==> src/rtl/fp_addsub_pkg.sv <==
`default_nettype none
// ============================================================================
//  Module      : fp_addsub_pkg
//  Description : Shared types and helpers for the add/sub operand issue queue.
//                IEEE 754 single-precision field widths, the per-operand
//                class flags {nan, inf, denorm, zero}, the stored queue
//                entry, and exponent/mantissa field extractors.
//  Revision    : 1.0 - initial release
// ============================================================================
package fp_addsub_pkg;

    localparam int unsigned c_EXP_BITS  = 8;
    localparam int unsigned c_MANT_BITS = 23;
    localparam int unsigned c_WIDTH     = 1 + c_EXP_BITS + c_MANT_BITS;

    // Class flags. Bit order matters: the packed value is exported as
    // {nan, inf, denorm, zero} on the queue outputs.
    typedef struct packed {
        logic nan;
        logic inf;
        logic denorm;
        logic zero;
    } fp_class_t;

    // One queued request plus the flags computed when it was enqueued.
    typedef struct packed {
        logic [c_WIDTH-1:0] a;
        logic [c_WIDTH-1:0] b;
        logic               op;
        fp_class_t          cls_a;
        fp_class_t          cls_b;
    } issue_entry_t;

    // Both extractors take the magnitude (sign bit already stripped), since
    // classification never looks at the sign.
    function automatic logic [c_EXP_BITS-1:0] fp_exp(input logic [c_WIDTH-2:0] mag);
        return mag[c_WIDTH-2 -: c_EXP_BITS];
    endfunction

    function automatic logic [c_MANT_BITS-1:0] fp_mant(input logic [c_WIDTH-2:0] mag);
        return mag[c_MANT_BITS-1:0];
    endfunction

endpackage
`default_nettype wire

==> src/rtl/fp_classify.sv <==
`default_nettype none
// ============================================================================
//  Module      : fp_classify
//  Description : Combinational IEEE 754 operand classifier. Takes the
//                magnitude bits of an operand (sign excluded, so -0 is zero)
//                and produces {nan, inf, denorm, zero}; a normal number
//                yields 4'b0000.
//  Ports       : i_mag   in  EXP_BITS+MANT_BITS  exponent and mantissa fields
//                o_class out fp_class_t          class flags
//  Revision    : 1.0 - initial release
// ============================================================================
module fp_classify
    import fp_addsub_pkg::*;
#(
    parameter int EXP_BITS  = 8,
    parameter int MANT_BITS = 23
) (
    input  logic [EXP_BITS+MANT_BITS-1:0] i_mag,
    output fp_class_t                     o_class
);

    logic [EXP_BITS-1:0]  w_exp;
    logic [MANT_BITS-1:0] w_mant;
    logic                 w_exp_ones;
    logic                 w_exp_zero;
    logic                 w_mant_nz;

    // Use the shared extractors for the standard format; other formats slice
    // the fields directly from their own parameters.
    generate
        if (EXP_BITS == c_EXP_BITS && MANT_BITS == c_MANT_BITS) begin : g_pkg_fields
            assign w_exp  = fp_exp(i_mag);
            assign w_mant = fp_mant(i_mag);
        end else begin : g_generic_fields
            assign w_exp  = i_mag[EXP_BITS+MANT_BITS-1 -: EXP_BITS];
            assign w_mant = i_mag[MANT_BITS-1:0];
        end
    endgenerate

    assign w_exp_ones = &w_exp;
    assign w_exp_zero = ~|w_exp;
    assign w_mant_nz  = |w_mant;

    always_comb begin
        o_class        = '0;
        o_class.nan    = w_exp_ones &  w_mant_nz;
        o_class.inf    = w_exp_ones & ~w_mant_nz;
        o_class.denorm = w_exp_zero &  w_mant_nz;
        o_class.zero   = w_exp_zero & ~w_mant_nz;
    end

endmodule
`default_nettype wire

==> src/rtl/fp_addsub_issue_queue.sv <==
`default_nettype none
// ============================================================================
//  Module      : fp_addsub_issue_queue
//  Description : Operand issue FIFO in front of add_sub_main. Buffers
//                {a, b, op} requests on a valid/ready handshake, classifies
//                each operand on enqueue and presents the head entry with
//                its class flags. Outputs read zero while the queue is empty.
//  Ports       : clk, reset (async, active-high), flush (sync clear)
//                in_valid/in_ready/in_a/in_b/in_op      request side
//                out_valid/out_ready/out_a/out_b/out_op  issue side
//                out_class_a/out_class_b                 {nan,inf,denorm,zero}
//                count                                   occupancy
//                stat_issued/stat_full_stall             only with
//                                                        FP_ISSUE_STATS_EN
//  Options     : FP_ISSUE_STATS_EN - adds saturating pop and full-stall
//                counters, cleared by reset only.
//  Revision    : 1.0 - initial release
// ============================================================================
module fp_addsub_issue_queue
    import fp_addsub_pkg::*;
#(
    parameter int WIDTH     = 32,
    parameter int EXP_BITS  = 8,
    parameter int MANT_BITS = 23,
    parameter int DEPTH     = 4
) (
    input  logic                   clk,
    input  logic                   reset,
    input  logic                   flush,
    input  logic                   in_valid,
    output logic                   in_ready,
    input  logic [WIDTH-1:0]       in_a,
    input  logic [WIDTH-1:0]       in_b,
    input  logic                   in_op,
    output logic                   out_valid,
    input  logic                   out_ready,
    output logic [WIDTH-1:0]       out_a,
    output logic [WIDTH-1:0]       out_b,
    output logic                   out_op,
    output logic [3:0]             out_class_a,
    output logic [3:0]             out_class_b,
    output logic [$clog2(DEPTH):0] count
`ifdef FP_ISSUE_STATS_EN
    ,
    output logic [31:0]            stat_issued,
    output logic [15:0]            stat_full_stall
`endif
);

    localparam int                c_PTR_W   = $clog2(DEPTH);
    localparam logic [c_PTR_W:0]  c_FULL    = DEPTH[c_PTR_W:0];
    localparam logic [c_PTR_W-1:0] c_PTR_ONE = 1;
    localparam logic [c_PTR_W:0]  c_CNT_ONE = 1;

    // ------------------------------------------------------------------
    // Elaboration checks
    // ------------------------------------------------------------------
    generate
        if (WIDTH != 1 + EXP_BITS + MANT_BITS) begin : g_chk_fields
            $error("fp_addsub_issue_queue: WIDTH must equal 1+EXP_BITS+MANT_BITS");
        end
        // The stored entry type is fixed to the package's operand format.
        if (WIDTH != c_WIDTH) begin : g_chk_entry
            $error("fp_addsub_issue_queue: WIDTH must match the package operand width");
        end
        if (DEPTH < 2 || (DEPTH & (DEPTH - 1)) != 0) begin : g_chk_depth
            $error("fp_addsub_issue_queue: DEPTH must be a power of 2 and >= 2");
        end
    endgenerate

    // ------------------------------------------------------------------
    // Enqueue-side classification
    // ------------------------------------------------------------------
    fp_class_t    w_cls_a;
    fp_class_t    w_cls_b;
    issue_entry_t w_in_entry;

    fp_classify #(
        .EXP_BITS  (EXP_BITS),
        .MANT_BITS (MANT_BITS)
    ) u_classify_a (
        .i_mag   (in_a[WIDTH-2:0]),
        .o_class (w_cls_a)
    );

    fp_classify #(
        .EXP_BITS  (EXP_BITS),
        .MANT_BITS (MANT_BITS)
    ) u_classify_b (
        .i_mag   (in_b[WIDTH-2:0]),
        .o_class (w_cls_b)
    );

    always_comb begin
        w_in_entry       = '0;
        w_in_entry.a     = in_a;
        w_in_entry.b     = in_b;
        w_in_entry.op    = in_op;
        w_in_entry.cls_a = w_cls_a;
        w_in_entry.cls_b = w_cls_b;
    end

    // ------------------------------------------------------------------
    // Queue control
    // ------------------------------------------------------------------
    logic [c_PTR_W-1:0] r_wr_ptr;
    logic [c_PTR_W-1:0] r_rd_ptr;
    logic [c_PTR_W:0]   r_count;
    logic               w_full;
    logic               w_empty;
    logic               w_push;
    logic               w_pop;

    // Full/empty come from the occupancy counter only, so in_ready is a
    // pure register decode and never sees out_ready.
    assign w_full  = (r_count == c_FULL);
    assign w_empty = (r_count == '0);

    // flush discards whatever handshakes happen in its cycle.
    assign w_push = in_valid & ~w_full & ~flush;
    assign w_pop  = out_ready & ~w_empty & ~flush;

    always_ff @(posedge clk or posedge reset) begin
        if (reset) begin
            r_wr_ptr <= '0;
            r_rd_ptr <= '0;
            r_count  <= '0;
        end else if (flush) begin
            r_wr_ptr <= '0;
            r_rd_ptr <= '0;
            r_count  <= '0;
        end else begin
            if (w_push) begin
                r_wr_ptr <= r_wr_ptr + c_PTR_ONE;
            end
            if (w_pop) begin
                r_rd_ptr <= r_rd_ptr + c_PTR_ONE;
            end
            case ({w_push, w_pop})
                2'b10:   r_count <= r_count + c_CNT_ONE;
                2'b01:   r_count <= r_count - c_CNT_ONE;
                default: r_count <= r_count;
            endcase
        end
    end

    // ------------------------------------------------------------------
    // Storage (not reset; validity is tracked by r_count)
    // ------------------------------------------------------------------
    issue_entry_t r_mem [DEPTH];
    issue_entry_t w_head;

    always_ff @(posedge clk) begin
        if (w_push) begin
            r_mem[r_wr_ptr] <= w_in_entry;
        end
    end

    assign w_head = r_mem[r_rd_ptr];

    // ------------------------------------------------------------------
    // Outputs: head fields are masked to zero while empty so downstream
    // never sees stale entries, including right after an async reset.
    // ------------------------------------------------------------------
    assign in_ready    = ~w_full;
    assign out_valid   = ~w_empty;
    assign out_a       = w_empty ? '0   : w_head.a;
    assign out_b       = w_empty ? '0   : w_head.b;
    assign out_op      = w_empty ? 1'b0 : w_head.op;
    assign out_class_a = w_empty ? 4'b0 : w_head.cls_a;
    assign out_class_b = w_empty ? 4'b0 : w_head.cls_b;
    assign count       = r_count;

`ifdef FP_ISSUE_STATS_EN
    // ------------------------------------------------------------------
    // Saturating statistics, deliberately untouched by flush.
    // ------------------------------------------------------------------
    logic [31:0] r_stat_issued;
    logic [15:0] r_stat_full_stall;

    always_ff @(posedge clk or posedge reset) begin
        if (reset) begin
            r_stat_issued     <= '0;
            r_stat_full_stall <= '0;
        end else begin
            if (w_pop && (r_stat_issued != '1)) begin
                r_stat_issued <= r_stat_issued + 32'd1;
            end
            if (in_valid && w_full && (r_stat_full_stall != '1)) begin
                r_stat_full_stall <= r_stat_full_stall + 16'd1;
            end
        end
    end

    assign stat_issued     = r_stat_issued;
    assign stat_full_stall = r_stat_full_stall;
`endif

endmodule
`default_nettype wire

==> config.mk <==
export PLATFORM = sky130hd
export DESIGN_NAME = fp_addsub_issue_queue
export DESIGN_NICKNAME = d
export VERILOG_FILES = /design/src/rtl/fp_addsub_pkg.sv /design/src/rtl/fp_classify.sv /design/src/rtl/fp_addsub_issue_queue.sv
export SDC_FILE = /design/constraint.sdc
export NUM_CORES = 1
export LEC_CHECK = 0
export BUFFER_PORTS_ARGS = -buffer_cell sky130_fd_sc_hd__buf_2
export CAP_MARGIN = 10
export CORE_UTILIZATION = 49
export CTS_CLUSTER_DIAMETER = 30
export DETAILED_ROUTE_END_ITERATION = 10
export GPL_TIMING_DRIVEN = 0
export PLACE_DENSITY_LB_ADDON = 0.15
export SETUP_SLACK_MARGIN = 0.05
export SLEW_MARGIN = 10
export SYNTH_ARGS = -nofsm -noshare
export SYNTH_HDL_FRONTEND = slang
export SYNTH_SLANG_ARGS = --single-unit
==> constraint.sdc <==
create_clock -name clk -period 3.6 [get_ports clk]
set_input_delay 0.36 -clock clk [delete_from_list [all_inputs] [get_ports clk]]
set_output_delay 0.36 -clock clk [all_outputs]
set_load 0.005 [all_outputs]
==> impl_metrics.tcl, run 1 <==
set metrics [dict create \
    port-buffer-count 146 \
    status "finished clean" \
    crit_type "reg2out" \
    stdcell_area_um2 14800 \
    syn-num-nets 643 \
    leakagePower_nw 5.15 \
    pwr-share-comb 0.142 \
    cts-resized-gates 0 \
    clockPowerShare 0.472 \
    synth_top_flop_cell "edfxtp_1" \
    ys_ff_latch 299 \
    synthToLayoutAreaGrowth_pct 25.6 \
    max-cap-violations 0 \
    vias 6089 \
    syn_avg_cell_area_um2 20.8 \
    synth.yosys.seq_area_share 0.758 \
    worst_slew_pin_slew_ps 630 \
    clock-sinks 299 \
    cts_buffer_depth 3 \
    dr.pass1.iters 4 \
    crit_fanout 10 \
    synth-edff-count 292 \
    grt_max_degree 42 \
    reg2reg_from "count[1]$_DFFE_PP0P_" \
    clkLatencyLatePin_ps 530 \
    synthArstFlopShare 0.0234 \
    postRouteAntennaNets 0 \
    yosysUniqueCellTypes 35 \
    synthesis.yosys.warnings 0 \
    root_buffer "clkbuf_16" \
    htreeDepth 2 \
    crit_top_cell "buf_2" \
    finClkSkew_ps 21.6 \
    power_density_nw_per_um2 697 \
    min_from "in_b[31]" \
    tritoncts "yes" \
    end_kind "output pin" \
    gp_congestion 0.804 \
    nets 846 \
    crit_chain "buf_2, or3_1, buf_2, clkbuf_1, and2_1, buf_2" \
    post-cts-setup-buffers 0 \
    seqPwrFrac 0.386 \
    net-switching-power_mw 2.32 \
    synth_top_area_frac 0.743 \
    rows 56 \
    drive_gt1_frac 0.404 \
    die_w_um 157 \
    irDropWorstVdd_uv 417 \
    cp-start-kind "register" \
    report.final.slew_viol_count 0 \
    initial_utilization 0.501 \
    power_mw 10.3 \
    crit_arrival_ps 2390 \
    vias_per_cell 5.39 \
    cp-startpoint "count[0]$_DFFE_PP0P_" \
    grt_pass1_vias 6629 \
    cp.required_ps 3240 \
    clk_pin_slew_worst_paths_ps 50 \
    yosysMostFrequentCell "edfxtp_1" \
    synthTopCellsByCount "edfxtp_1, and2_1, mux4_2" \
    first_iter_violations 285 \
    period_needed_ps 2750 \
    gr-total-overflow 0 \
    cp.buffers_inverters 4 \
    synth_area_leader_cell "edfxtp_1" \
    critPathTopFamily "buffers and inverters" \
    hold_path.class "in2reg" \
    post_drt_wl_per_cell_um 21.1 \
    syn_inst 568 \
    core_um2 23500 \
    grt_pass1_wl_um 36900 \
    drt_wl_total_um 23800 \
    cts_inserted_buffers 50 \
    antenna_found_initial 1 \
    netSwitchingFraction 0.225 \
    netlist_area_um2 11800 \
    dieHeight_um 157 \
    dp_hpwl_um 14700 \
    crit_path_max_incr_delay_ps 400 \
    nFillCells 1716 \
    finalSetupViolCount 0 \
    max_slew_margin 0.580 \
    cp_slowest_cell "dfrtp_1" \
    io_pins 148 \
    period_share 0.764 \
    max_freq_mhz 364 \
    place_area_um2 13100 \
    synthTopCellsByArea "edfxtp_1, mux4_2, and2_1" \
    p_int_mw 8.00 \
    dieArea_um2 24700 \
    grt_setup_unrepaired "false" \
    grt_usage 0.203 \
    drc 0 \
    hold_violations 0 \
]
## kinds of logic (layout without fill, tap and decap cells)
group | Yosys count | after routing | share of synthesized area
adders and majority gates | 5 | 5 | 0.00594
and+or+nand+nor | 130 | 130 | 0.0662
xor gates and xnor gates | 3 | 3 | 0.00223
other | 0 | 1 | 0
AOI/OAI and AO/OA | 22 | 22 | 0.0120
DFF | 299 | 299 | 0.758
buffers and inverters | 36 | 277 | 0.0166
muxes | 73 | 73 | 0.139
## placed cells by master (no fill, tap or decap), drive strengths merged, types with 2 or more instances in the layout
cell type  count
nand3          7
clkinvlp       4
nor3           8
clkbuf        62
nand2          5
dfrtp          7
bufinv        11
inv            9
o311ai         2
clkinv        20
xor2           2
nand4          6
nor4          14
ha             4
o21ai          4
or2            3
edfxtp       292
nor2           3
mux4          73
buf          170
and2          79
a21oi          8
and4           2
## area by class of cell
| type | instances | area (µm²) | share of cell area |
|---|---|---|---|
| antenna | 1 | 2.50 | 0.000169 |
| buffer | 29 | 170 | 0.0115 |
| sequential | 299 | 8940 | 0.603 |
| tap | 319 | 399 | 0.0269 |
| clock inverter | 37 | 493 | 0.0333 |
| timing repair buffer | 151 | 851 | 0.0574 |
| clock buffer | 53 | 1260 | 0.0852 |
| inverter | 7 | 26.3 | 0.00177 |
| multi-input combinational | 233 | 2670 | 0.180 |
## metal layers
layer | track usage | vias up | wire [µm]
met5 | 0 | - | 0
met4 | 0.0670 | 0 | 497
met3 | 0.0446 | 48 | 1450
met2 | 0.353 | 194 | 12200
met1 | 0.251 | 3091 | 9620
li1 | - | 2756 | -
## worst paths after layout
path / cells past startpoint / end / slack (ps)
max in group asynchronous: 3 / r_rd_ptr[0]$_DFFE_PP0P_ / 3060
min: 1 / r_mem[2][40]$_DFFE_PP_ / 50
min reg2reg: 2 / r_wr_ptr[1]$_DFFE_PP0P_ / 600
min in group asynchronous: 3 / count[1]$_DFFE_PP0P_ / 320
max: 6 / out_a[27] / 850
max reg2reg: 5 / r_mem[2][18]$_DFFE_PP_ / 1200
## stage by stage
stage / std cells / util / hold slack [ps] / TNS, ps / worst slack (ps)
after floorplan: 568 / - / 163 / 0 / 518
after global placement: 1033 / 0.549 / 311 / -289580 / -1010
after detailed placement: 1037 / 0.554 / 308 / 0 / 1120
after CTS: 1128 / 0.629 / 24.8 / 0 / 797
after global routing: 1128 / 0.629 / 31.2 / 0 / 695
final: 1129 / 0.630 / 48.6 / 0 / 851
## registers in the layout, summed over array words and instances (netlist names)
name      count
r_mem       292
count         3
r_rd_ptr      2
r_wr_ptr      2
## repair_timing
action | CTS | global route
endpoints found under the setup margin | 0 | 0
hold endpoints to repair | 7 | 0
hold buffers | 1 | 0
## power groups by stage
stage	Clock, mW	Sequential (mW)	Combinational, mW
2_1_floorplan	0	4.05	0.895
3_3_place_gp	0	4.06	1.47
3_5_place_dp	0	4.05	1.50
4_1_cts	4.96	3.99	1.51
5_1_grt	5.10	3.99	1.63
6_report	4.87	3.99	1.47
Note: power is estimated with default switching activity, not from simulation.
==> inputs of run 2 (changes only) <==
- clock period: 3.6 -> 2.5 ns (I/O delays scaled with it)
==> run 2 against run 1 <==
  * Clock power is 48% higher
  * Clock skew is 5.1 ps lower
  * Worst hold slack better by 43 ps
  * Critical path type unchanged
  * Largest power group unchanged
==> impl_metrics.tcl, run 2 (synthesis results as in run 1) <==
set metrics [dict create \
    dp_cells 1037 \
    critPathTopFamily "buffers and inverters" \
    crit_type "reg2out" \
    max_freq_mhz 418 \
    cp_slowest_cell "or3_4" \
    antenna_found_initial 1 \
    clk_pin_slew_worst_paths_ps 50 \
    hold_slack_ps 91.6 \
    grt_usage 0.214 \
    cp.buffers_inverters 4 \
    min_from "flush" \
    rr_worst_depth 5 \
    setup_slack_ps 109 \
    htreeDepth 2 \
    min_path_cells 2 \
    final_common_cell "edfxtp_1" \
    power_density_nw_per_um2 975 \
    cts_buffer_depth 3 \
    largest_register_ffs 292 \
    cp.required_ps 2250 \
    holdPathEnd "r_rd_ptr[1]$_DFFE_PP0P_" \
    dieHeight_um 157 \
    die_w_um 157 \
    root_buffer "clkbuf_16" \
    mostFrequentLayoutCells "edfxtp_1, buf_2, and2_1" \
    cp-start-kind "register" \
    dp_hpwl_um 14500 \
    clock-sinks 299 \
    irDropWorstVdd_uv 808 \
    port-buffer-count 146 \
    drt_wl_total_um 25100 \
    grt_pass1_wl_um 39000 \
    dieArea_um2 24700 \
    hold_path.class "in2reg" \
    nets 923 \
    max-cap-violations 0 \
    grt_pass1_vias 7092 \
    grt_max_degree 40 \
    pre_cts_slack_ps -2.77 \
    post_drt_wl_per_cell_um 20.7 \
    max_slew_margin 0.540 \
    worst_slew_pin_slew_ps 684 \
    tritoncts "yes" \
    period_share 0.956 \
    place_area_um2 13000 \
    crit_arrival_ps 2140 \
    period_needed_ps 2390 \
    synthToLayoutAreaGrowth_pct 33.1 \
    core_um2 23500 \
    gr-total-overflow 0 \
    drive_gt1_frac 0.397 \
    power_mw 15.3 \
    stdcell_area_um2 15700 \
    drc 0 \
    leakagePower_nw 5.52 \
    grt_setup_unrepaired "true" \
    initial_utilization 0.501 \
    largest-register "r_mem" \
    gp_congestion 0.782 \
    reg2reg_from "count[1]$_DFFE_PP0P_" \
    crit_path_max_incr_delay_ps 390 \
    clkLatencyLatePin_ps 540 \
    finalNonFillerCells 1212 \
    fin_setup_tns_ps 0 \
    rows 56 \
    rr_endpoint "r_mem[3][33]$_DFFE_PP_" \
    dr.pass1.iters 4 \
    status "finished clean" \
    finClkSkew_ps 16.4 \
    ff2ff_setup_slack_ps 130 \
    postRouteAntennaNets 0 \
    first_iter_violations 348 \
    final_util 0.667 \
    cts_inserted_buffers 52 \
    end_kind "output pin" \
    finalSetupViolCount 0 \
    hold_violations 0 \
    io_pins 148 \
    report.final.slew_viol_count 0 \
    vias 6517 \
    crit_fanout 10 \
    crit_chain "buf_4, or3_4, buf_6, clkbuf_4, and2_1, buf_2" \
    vias_per_cell 5.38 \
]
## run 2: what timing repair did
action	in CTS	in global routing
hold endpoints to repair	267	0
hold buffers	66	0
gates resized for setup	19	25
gates cloned	4	0
buffers inserted	0	6
endpoints found under the setup margin	185	210
pin swaps	4	0
## run 2: layer usage
metal / routed length [µm] / share of wire / global-route usage / up-vias
li1: - / - / - / 2928
met1: 9810 / 0.39 / 0.259 / 3330
met2: 13400 / 0.53 / 0.385 / 217
met3: 1520 / 0.061 / 0.0479 / 42
met4: 458 / 0.018 / 0.0569 / 0
met5: 0 / 0 / 0 / -
## run 2: power breakdown
group | switching [mW] | internal [mW] | leakage (nW) | total, mW
clock network | 2.39 | 4.83 | 0.874 | 7.22
registers | 0.0542 | 5.69 | 2.71 | 5.74
logic | 1.10 | 1.26 | 1.93 | 2.36
## run 2: area by class of cell
cell class	count	area, µm²
antenna	1	2.50
buffer	29	274
clock buffer	58	1350
clock inverter	40	479
fill	1605	7840
inverter	7	26.3
multi-input combinational	237	2710
sequential	299	8940
tap	319	399
timing repair buffer	222	1520
## run 2: worst max path at each step
stage / start / end / slack [ps] / depth (start not counted)
5_1_grt: count[1]$_DFFE_PP0P_ / r_mem[3][2]$_DFFE_PP_ / -10 / 5
2_1_floorplan: count[1]$_DFFE_PP0P_ / r_mem[0][0]$_DFFE_PP_ / 210 / 4
6_report: count[0]$_DFFE_PP0P_ / out_b[0] / 110 / 6
4_1_cts: r_rd_ptr[0]$_DFFE_PP0P_ / out_class_a[1] / -20 / 5
3_5_place_dp: count[1]$_DFFE_PP0P_ / r_mem[3][22]$_DFFE_PP_ / -3 / 5
3_3_place_gp: count[1]$_DFFE_PP0P_ / r_mem[1][22]$_DFFE_PP_ / -580 / 4
==> inputs of run 3 (changes only) <==
- CELL_PAD_IN_SITES_DETAIL_PLACEMENT: unset -> 1
- CELL_PAD_IN_SITES_GLOBAL_PLACEMENT: unset -> 2
- CORE_UTILIZATION: 49 -> 40
==> run 3 against run 2 <==
  * Final cell count increased by 7.3%
  * Critical path depth unchanged
  * Combinational power increased by 22%
==> impl_metrics.tcl, run 3 (synthesis results as in run 1) <==
set metrics [dict create \
    fin_setup_tns_ps 0 \
    multi_input_area_um2 2790 \
    crit_fanout 5 \
    core_um2 28900 \
    cp.buffers_inverters 4 \
    period_needed_ps 2410 \
    max_freq_mhz 416 \
    dp_cells 1102 \
    n_antenna_cell 0 \
    report.final.slew_viol_count 0 \
    antenna_found_initial 0 \
    power_density_nw_per_um2 996 \
    synthToLayoutAreaGrowth_pct 38.0 \
    setup_slack_ps 94.4 \
    max_slew_margin 0.519 \
    rows 62 \
    clock-sinks 299 \
    grt_max_degree 34 \
    end_kind "output pin" \
    grt_pass1_vias 7446 \
    drive_gt1_frac 0.448 \
    crit_chain "buf_12, clkbuf_16, clkbuf_16, mux4_2, and2_4, buf_2" \
    cp.required_ps 2250 \
    tritoncts "yes" \
    nFillCells 2586 \
    leakagePower_nw 5.78 \
    gp_congestion 0.742 \
    largest-register "r_mem" \
    port-buffer-count 146 \
    stdcell_area_um2 16300 \
    grt_pass1_wl_um 43100 \
    cp-start-kind "register" \
    clkLatencyLatePin_ps 570 \
    gr-total-overflow 0 \
    clk_pin_slew_worst_paths_ps 50 \
    worst_slew_pin_slew_ps 721 \
    seqCellArea_um2 8940 \
    crit_arrival_ps 2160 \
    nets 942 \
    htreeDepth 2 \
    irDropWorstVdd_uv 609 \
    cts_inserted_buffers 59 \
    finClkSkew_ps 17.6 \
    first_iter_violations 311 \
    drc 0 \
    hold_path.class "in2reg" \
    post_drt_wl_per_cell_um 22.1 \
    max-cap-violations 0 \
    final_common_cell "edfxtp_1" \
    drt_wl_total_um 28800 \
    cts_buffer_depth 3 \
    finalNonFillerCells 1301 \
    dr.pass1.iters 4 \
    dieHeight_um 174 \
    dieArea_um2 30200 \
    status "finished clean" \
    root_buffer "clkbuf_16" \
    place_area_um2 13100 \
    period_share 0.962 \
    crit_top_cell "clkbuf_16" \
    dp_hpwl_um 16100 \
    initial_utilization 0.409 \
    cp_slowest_cell "mux4_2" \
    vias_per_cell 5.11 \
    postRouteAntennaNets 0 \
    critPathTopFamily "buffers and inverters" \
    mostFrequentLayoutCells "edfxtp_1, buf_2, mux4_2" \
    hold_violations 0 \
    grt_usage 0.190 \
    crit_path_max_incr_delay_ps 490 \
    vias 6650 \
    crit_type "reg2out" \
    finalSetupViolCount 0 \
    largest_register_ffs 292 \
    final_util 0.564 \
    die_w_um 174 \
    grt_setup_unrepaired "true" \
    io_pins 148 \
    pre_cts_slack_ps -105 \
]
## run 3: cell types whose count changed in the layout (fill, tap and decap cells not counted), moves of 4 or more
cell / change
clkinv_2: +8
inv_6: +4
and2_4: +25
and2_1: -25
clkbuf_16: +13
buf_6: +4
bufinv_16: -4
clkbuf_4: -7
## run 3: cell type report
cell class	instances	share of cell area
multi-input cells	238	0.172
inverters	7	0.00161
repair buffers	233	0.108
well taps	384	0.0295
plain buffers	29	0.0187
clock buffers	64	0.0931
flip-flops and latches	299	0.549
clock inverters	47	0.0276
## run 3: final timing paths
check,start,to,slack (ps),cells past startpoint
max,r_rd_ptr[0]$_DFFE_PP0P_,out_a[26],90,6
min,flush,r_rd_ptr[1]$_DFFE_PP0P_,110,2
max reg2reg,count[1]$_DFFE_PP0P_,count[2]$_DFFE_PP0P_,140,6
min reg2reg,r_wr_ptr[0]$_DFFE_PP0P_,r_wr_ptr[0]$_DFFE_PP0P_,620,2
max in group asynchronous,reset,r_rd_ptr[0]$_DFFE_PP0P_,2060,3
min in group asynchronous,reset,count[2]$_DFFE_PP0P_,190,3
## run 3: metal layers
layer	wire, µm	track usage	part of all wire
met2	15000	0.339	0.52
met1	11900	0.230	0.41
met5	0	0	0
met4	680	0.0709	0.024
met3	1270	0.0344	0.044
## run 3: what timing repair did
item	in CTS	in global routing
pin swaps	4	13
endpoints found under the hold margin	267	0
hold buffers	66	0
endpoints found under the setup margin	198	215
setup buffers	4	5
cloned	6	7
gates resized for setup	38	41
## run 3: power by group
group	internal, mW	total [mW]	switching [mW]
clock network	4.94	7.60	2.66
registers	5.69	5.74	0.0535
logic	1.61	2.88	1.27
## run 3: metrics by stage
stage / hold slack [ps] / total power [mW]
after detailed placement: 208 / 8.05
after floorplan: 53.4 / 7.11
after global placement: 215 / 8.01
final: 109 / 16.2
after CTS: 77.8 / 16.0
after global routing: 144 / 16.8
